<file path="src/rtl/bcd_to_binary_if.sv">
// Request/result bundle for the BCD-to-binary converter.
// master drives the request, slave (the converter) returns the result.
interface bcd_to_binary_if #(
   parameter int DIGITS = 8,
   parameter int W      = 32
);
   logic                  switch;
   logic                  i_Start;
   logic [4*DIGITS-1:0]   i_BCD;
   logic [W-1:0]          o_Binary;
   logic                  o_DV;
   logic                  o_Error;
   logic                  o_Busy;

   modport master (
      output switch, i_Start, i_BCD,
      input  o_Binary, o_DV, o_Error, o_Busy
   );

   modport slave (
      input  switch, i_Start, i_BCD,
      output o_Binary, o_DV, o_Error, o_Busy
   );
endinterface

</file>
<file path="src/rtl/bcd_to_binary.sv">
// Packed BCD to binary, one digit per clock, MSD first.
// Hex mode passes the input straight through.
module bcd_to_binary #(
   parameter int DIGITS = 8,
   parameter int W      = 32
) (
   input  logic            clock,
   input  logic            reset_n,
   bcd_to_binary_if.slave  bus
);
   localparam int BW = 4 * DIGITS;
   localparam int CW = (DIGITS > 1) ? $clog2(DIGITS) : 1;

   typedef enum logic [1:0] {
      IDLE = 2'd0,
      RUN  = 2'd1,
      DONE = 2'd2
   } state_t;

   state_t         state, state_nxt;
   logic [W-1:0]   acc, acc_nxt;
   logic [BW-1:0]  sr, sr_nxt;
   logic [CW-1:0]  cnt, cnt_nxt;
   logic           err, err_nxt;
   logic           mode, mode_nxt;
   logic [W-1:0]   bin, bin_nxt;
   logic           dv, dv_nxt;
   logic           error, error_nxt;
   logic [3:0]     d;

   assign d = sr[BW-1 -: 4];

   always_comb begin
      state_nxt = state;
      acc_nxt   = acc;
      sr_nxt    = sr;
      cnt_nxt   = cnt;
      err_nxt   = err;
      mode_nxt  = mode;
      bin_nxt   = bin;
      error_nxt = error;
      dv_nxt    = 1'b0;
      unique case (state)
         IDLE: begin
            if (bus.i_Start) begin
               sr_nxt   = bus.i_BCD;
               mode_nxt = bus.switch;
               acc_nxt  = '0;
               cnt_nxt  = '0;
               err_nxt  = 1'b0;
               if (bus.switch) begin
                  state_nxt = RUN;
               end else begin
                  acc_nxt   = W'(bus.i_BCD);
                  state_nxt = DONE;
               end
            end
         end
         RUN: begin
            // acc*10 + d; out-of-range digits still add raw
            acc_nxt = (acc << 3) + (acc << 1) + W'(d);
            sr_nxt  = sr << 4;
            cnt_nxt = cnt + 1'b1;
            if (d > 4'd9)
               err_nxt = 1'b1;
            if (cnt == CW'(DIGITS - 1))
               state_nxt = DONE;
         end
         DONE: begin
            bin_nxt   = acc;
            error_nxt = err & mode;
            dv_nxt    = 1'b1;
            state_nxt = IDLE;
         end
         default: state_nxt = IDLE;
      endcase
   end

   always_ff @(posedge clock) begin
      if (!reset_n) begin
         state <= IDLE;
         acc   <= '0;
         sr    <= '0;
         cnt   <= '0;
         err   <= 1'b0;
         mode  <= 1'b0;
         bin   <= '0;
         dv    <= 1'b0;
         error <= 1'b0;
      end else begin
         state <= state_nxt;
         acc   <= acc_nxt;
         sr    <= sr_nxt;
         cnt   <= cnt_nxt;
         err   <= err_nxt;
         mode  <= mode_nxt;
         bin   <= bin_nxt;
         dv    <= dv_nxt;
         error <= error_nxt;
      end
   end

   assign bus.o_Binary = bin;
   assign bus.o_DV     = dv;
   assign bus.o_Error  = error;
   assign bus.o_Busy   = (state != IDLE);
endmodule

</file>
<file path="src/flat_wrapper.sv">
// flat-port wrapper written by rule: the top's interface ports become plain ports
module bcd_to_binary_flat 
#(
   parameter int DIGITS = 8,
   parameter int W      = 32
)
  (clock, reset_n, bus_switch, bus_i_Start, bus_i_BCD, bus_o_Binary, bus_o_DV, bus_o_Error, bus_o_Busy);
  bcd_to_binary_if #(.DIGITS(DIGITS), .W(W)) bus_i ();
  input  logic clock;
  input  logic reset_n;
  input wire logic [$bits(bus_i.switch)-1:0] bus_switch;
  input wire logic [$bits(bus_i.i_Start)-1:0] bus_i_Start;
  input wire logic [$bits(bus_i.i_BCD)-1:0] bus_i_BCD;
  output wire logic [$bits(bus_i.o_Binary)-1:0] bus_o_Binary;
  output wire logic [$bits(bus_i.o_DV)-1:0] bus_o_DV;
  output wire logic [$bits(bus_i.o_Error)-1:0] bus_o_Error;
  output wire logic [$bits(bus_i.o_Busy)-1:0] bus_o_Busy;
  assign bus_i.switch = bus_switch;
  assign bus_i.i_Start = bus_i_Start;
  assign bus_i.i_BCD = bus_i_BCD;
  assign bus_o_Binary = bus_i.o_Binary;
  assign bus_o_DV = bus_i.o_DV;
  assign bus_o_Error = bus_i.o_Error;
  assign bus_o_Busy = bus_i.o_Busy;
  bcd_to_binary #(.DIGITS(DIGITS), .W(W)) u_core (.clock(clock), .reset_n(reset_n), .bus(bus_i));
endmodule
</file>
<file path="config.mk">
export PLATFORM = sky130hd
export DESIGN_NAME = bcd_to_binary_flat
export DESIGN_NICKNAME = d
export VERILOG_FILES = /design/src/rtl/bcd_to_binary_if.sv /design/src/rtl/bcd_to_binary.sv /design/src/flat_wrapper.sv
export SDC_FILE = /design/constraint.sdc
export NUM_CORES = 1
export LEC_CHECK = 0
export BUFFER_PORTS_ARGS = -buffer_cell sky130_fd_sc_hd__buf_2
export CORE_UTILIZATION = 59
export DETAILED_ROUTE_END_ITERATION = 8
export PLACE_DENSITY = 0.83
export RECOVER_POWER = 100
export SLEW_MARGIN = 20
export SYNTH_ARGS = -nofsm -noshare
export SYNTH_HDL_FRONTEND = slang
export SYNTH_SLANG_ARGS = --single-unit
</file>
<file path="constraint.sdc">
create_clock -name clock -period 4 [get_ports clock]
set_input_delay 0.4 -clock clock [delete_from_list [all_inputs] [get_ports clock]]
set_output_delay 0.4 -clock clock [all_outputs]
set_load 0.005 [all_outputs]
</file>
Word-level counts from Yosys, hierarchy flattened
Index checks and enable logic that the tools add are counted.

Logic and storage cells: 42. Memory bits (read-only): 0. Memories: 0. Bits in registers: 105. Bits in latches: 0. RAM bits: 0.

$add $sub $neg: 3. Magnitude comparators: 1. Eq/ne operators: 6. Div/mod/pow operators: 0. Shift-type cells: 0. $mul: 0. Bitwise operators: 1. Mux-type cells: 15. Reductions and logical operators: 7.

Operator list (number): 32-bit one-hot mux with 2 select lines (2); 32-bit two-way mux (3); 32-bit adder (1); 32-bit by 4-bit adder with 32-bit output (1); 2-bit two-way mux (3); 3-bit one-hot mux with 2 select lines (1); 2-bit AND reduction (3); 4-bit > comparator, second input constant (1); 2-bit by 1-bit inequality test with 1-bit output, second input constant (2); 2-bit one-hot mux with 2 select lines (1); 2-bit nonzero test (2); 3-bit by 1-bit adder with 3-bit output, second input constant (1); 3-bit == test, second input constant (1); 1-bit two-way mux (3); 3-bit two-way mux (1); 3-bit AND reduction (1); 2-bit by 1-bit == test with 1-bit output, second input constant (1); 2-bit == test, second input constant (1); 2-bit logical NOT (1); 2-bit inequality test, second input constant (1); 1-bit one-hot mux with 2 select lines (1); 1-bit AND (1).

Depth between registers and ports, before layout
Word-level depth: 3. Depth in mapped cells: 12. Mapped depth without buffers: 12.

Worst setup path before layout
No wires, ideal clock.

Path kind: reg2reg. Start: register u_core.acc[0]. End: register u_core.acc[30]. Required time: 3.888 ns. Stages on the path, launching flop included: 12. Data arrival time: 2.777 ns. Buffers on the path: 0. Setup slack: 1.111 ns. Setup time: 0.112 ns. Path through: dfxtp_1 -> inv_1 -> fa_1 -> fa_1 -> nor2b_1 -> o2111ai_1 -> nand2_1 -> a41oi_2 -> o211ai_1 -> a41o_1 -> a2111oi_0 -> a2111oi_1.

Cells in the longest elaborated chain, start to end: 3.

RTL lines: from (decl) (line bcd_to_binary.sv:21) `logic [W-1:0] acc, acc_nxt;`; from (signal assigned) (line bcd_to_binary.sv:92) `acc <= acc_nxt;`; 32-bit adder (line bcd_to_binary.sv:61) `acc_nxt = (acc << 3) + (acc << 1) + W'(d);`; 32-bit by 4-bit adder with 32-bit output (line bcd_to_binary.sv:61); 32-bit one-hot mux with 2 select lines (line bcd_to_binary.sv:43) `unique case (state)`.

Every way passes these cells. A chain may end at the register's enable or synchronous reset.

Worst setup path in the final report
Start: register u_core.acc[0]. End: register u_core.acc[15].

Same word-level chain as after synthesis.

==> flow_summary.toml <==
[status]
status = "finished, violations left"
failed_checks = "capacitance limit, slew limit"

[logic_synthesis]
synth_compound_area_share_pct = 25.16
synth_area_mm2 = 0.006375
yosys_register_bits = 105
synth_nets = 922
synth_edf_count = 0
avgSynthCellArea_um2 = 7.736
yosys_warnings = 0
synth.distinct_cells = 57
dominantRegCellSynth = "dfxtp_1"
synthTopCellsByArea = "dfxtp_1 (33%), ha_1 (12%), nand2_1 (9.3%), a21oi_1 (6.7%), nor2_1 (4.5%)"
synthSimpleGateAreaFrac_pct = 21.45
netlist_instances = 824
yosysSeqAreaShare_pct = 32.97
synth_top_family_by_area = "compound AO/OA/AOI/OAI gates"
yosys-top-cells-count = "nand2_1 (158), dfxtp_1 (105), a21oi_1 (85)"
synth_top_area_share_pct = 32.97
yosysTopAreaCell = "dfxtp_1"
synth_most_common_cell = "nand2_1"
synthXorXnorAreaFrac_pct = 2.473
synth_fa_ha_area_share_pct = 12.40
synth.area.mux_share_pct = 0.1766
async_flop_share_pct = 0

[timing]
finClkSkew_ps = 12.75
max_slew.worst_pin.slew_ps = 1899
setup_viol = 0
fin_crit_sh_pct = 85.71
period_needed_ps = 3428
fin_tns_setup_ps = 0
fmax_ghz = 0.2917
drv_slew = 137
whs_ps = 268.8
relSlewSlack_pct = -26.58
setup_ws_ps = 571.7
finalHoldViolations = 0
grt_setup_unrepaired = "false"

[placed_design]
pre_cts_slack_ps = 746.0
place_area_mm2 = 0.006721
hpwl_um = 12420
port_buffers = 70
gp_congestion = 0.9630

[clocking]
clockBufferDepth = 2
tritoncts = "yes"
cts.clk_slew.worst_paths_ps = 110
cts_setup_buffers = 0
clock-sinks = 105
htreeDepth = 3
numCtsBuffers = 9
clk_latency_ps = 410
ctsHoldBuffers = 0
post_cts_resized = 0
clock-root-buffer = "clkbuf_8"

[layout]
drive_gt1_share_pct = 10.08
fillers = 934
multiInputGateArea_mm2 = 0.003918
regArea_mm2 = 0.002102
nNetsFinal = 946
antenna_cells = 0
final_cell_area_mm2 = 0.006897
syn_to_final_growth_pct = 8.184

[floorplan]
io_pins = 71
core_mm2 = 0.01042
die_h_um = 105.9
die_area_mm2 = 0.01122
start_util_pct = 61.20
num_rows = 37
die-width_um = 105.9

[power]
clockPowerShare_pct = 31.2
pwr-share-seq_pct = 47.9
p_comb_share_pct = 20.9
swShare_pct = 32.07
irDropWorstVdd_uv = 276.8
p_total_mw = 2.440
internal-power_mw = 1.658
p_per_area_mw_per_mm2 = 353.8
net-switching-power_uw = 782.5
cellLeakagePower_nw = 2.959

[critical_path]
cp.arrival_ps = 3710
crit_fanout = 4
crit_top_cell = "inv_1"
path_cells = "inv_1, fa_1, inv_1, ha_1, a21oi_1, nand4b_1, a21boi_0, a41oi_1, o21ai_0, a31oi_1, a2111oi_0"
crit_path_end_kind = "flip-flop"
cp.required_ps = 4290
critical-path-top-delay-family = "compound AO/OA/AOI/OAI gates"
critPathLaunchType = "flip-flop"
critPathSlowestCell = "fa_1"
crit_buf_inv = 2
slowest_delay_ps = 570
path_class = "flip-flop to flip-flop"

[detailed_routing]
wirelength_um = 17520
drtAntennaViolNets = 0
dr.pass1.iters = 6
drt_iter0_drc = 391
vias_per_cell = 6.289
route.detailed.drc = 0
post_drt_wl_per_cell_um = 17.72
via_count = 6220

[global_route]
grt_overflow = 0
grt_pass1_vias = 5689
grt_use_total_pct = 31.84
grt_max_degree = 85
antenna_found_initial = 0
grt_pass1_wl_um = 27970

[min_path]
hold_path_class = "primary input to flip-flop"

[run]
cap_violations = 2
[final cells by class]
type                       instances  share of cell area [%]
clock buffer                       9                   1.796
clock inverter                     7                   1.470
inverter                          24                   1.306
multi-input combinational        631                   56.80
sequential                       105                   30.48
tap                              136                   2.467
timing repair buffer              77                   5.679
[registers in the layout, indices dropped and copies added (netlist names)]
name / flops
u_core.acc: 32
u_core.bus.o_Binary: 32
u_core.sr: 32
u_core.cnt: 3
u_core.state: 2
u_core.bus.o_DV: 1
u_core.bus.o_Error: 1
u_core.err: 1
u_core.mode: 1
[kinds of logic (layout without fill, tap and decap cells)]
logic type,Yosys count,count (layout)
AOI/OAI and AO/OA,241,241
xor gates and xnor gates,18,18
DFF,105,105
and+or+nand+nor,309,309
buffers and inverters,88,117
adders and majority gates,62,62
muxes,1,1
[worst register-to-register path, stage by stage, from the launching register on]
cell and delay [ps]:
dfxtp_1 400, inv_1 80, fa_1 570, inv_1 60, ha_1 270, a21oi_1 80
nand4b_1 220, a21boi_0 340, a41oi_1 170, o21ai_0 450, a31oi_1 270, a2111oi_0 400
[cell usage in the layout (no fill, tap or decap), types with 3 or more instances in the layout]
cell,instances
a21oi_1,86
inv_1,23
xnor2_1,13
a31oi_1,3
o21ai_0,30
o21a_1,6
nor2_1,76
o211ai_1,16
o21ai_1,4
nand2b_1,6
a311oi_1,23
buf_2,59
ha_1,60
nand3b_1,7
buf_4,3
nor3b_1,17
clkbuf_8,9
and3_1,4
a22oi_1,3
o311a_1,3
nand3_1,9
nand2_1,158
nor3_1,3
clkbuf_1,13
a211oi_1,17
nor4_1,3
a21o_1,14
dfxtp_1,105
o311ai_0,11
nand4_1,9
xor2_1,5
nor2b_1,10
[layer usage]
layer | up-vias | track usage [%] | routed length [µm]
met2 | 259 | 50.51 | 8034
met1 | 2936 | 41.39 | 7662
met4 | 0 | 16.96 | 560
met3 | 39 | 5.457 | 1263
li1 | 2986 | - | -
met5 | - | 0 | 0
[through the flow]
| step | util (%) | cells |
|---|---|---|
| 2_1_floorplan | - | 824 |
| 3_3_place_gp | 64.53 | 973 |
| 3_5_place_dp | 64.53 | 973 |
| 4_1_cts | 66.69 | 989 |
| 5_1_grt | 66.21 | 989 |
| 6_report | 66.21 | 989 |
[power by group through the flow]
stage	Sequential (mW)	Clock [mW]	Combinational, mW
after floorplan	1.17	0	0.382
after global placement	1.19	0	0.486
after detailed placement	1.19	0	0.501
after CTS	1.17	0.775	0.504
after global routing	1.18	0.812	0.565
final	1.17	0.762	0.509
[final timing paths]
path	from	to	slack [ps]	cells past startpoint
setup / recovery	u_core.acc[0]$_SDFFE_PN0P_	u_core.acc[15]$_SDFFE_PN0P_	570	11
hold / removal	bus_i_BCD[10]	u_core.sr[10]$_SDFFE_PN0P_	270	3
setup reg to reg	u_core.acc[0]$_SDFFE_PN0P_	u_core.acc[15]$_SDFFE_PN0P_	570	11
hold reg to reg	u_core.bus.o_Binary[19]$_SDFFE_PN0P_	u_core.bus.o_Binary[19]$_SDFFE_PN0P_	460	2
Note: power is estimated with default switching activity, not from simulation.
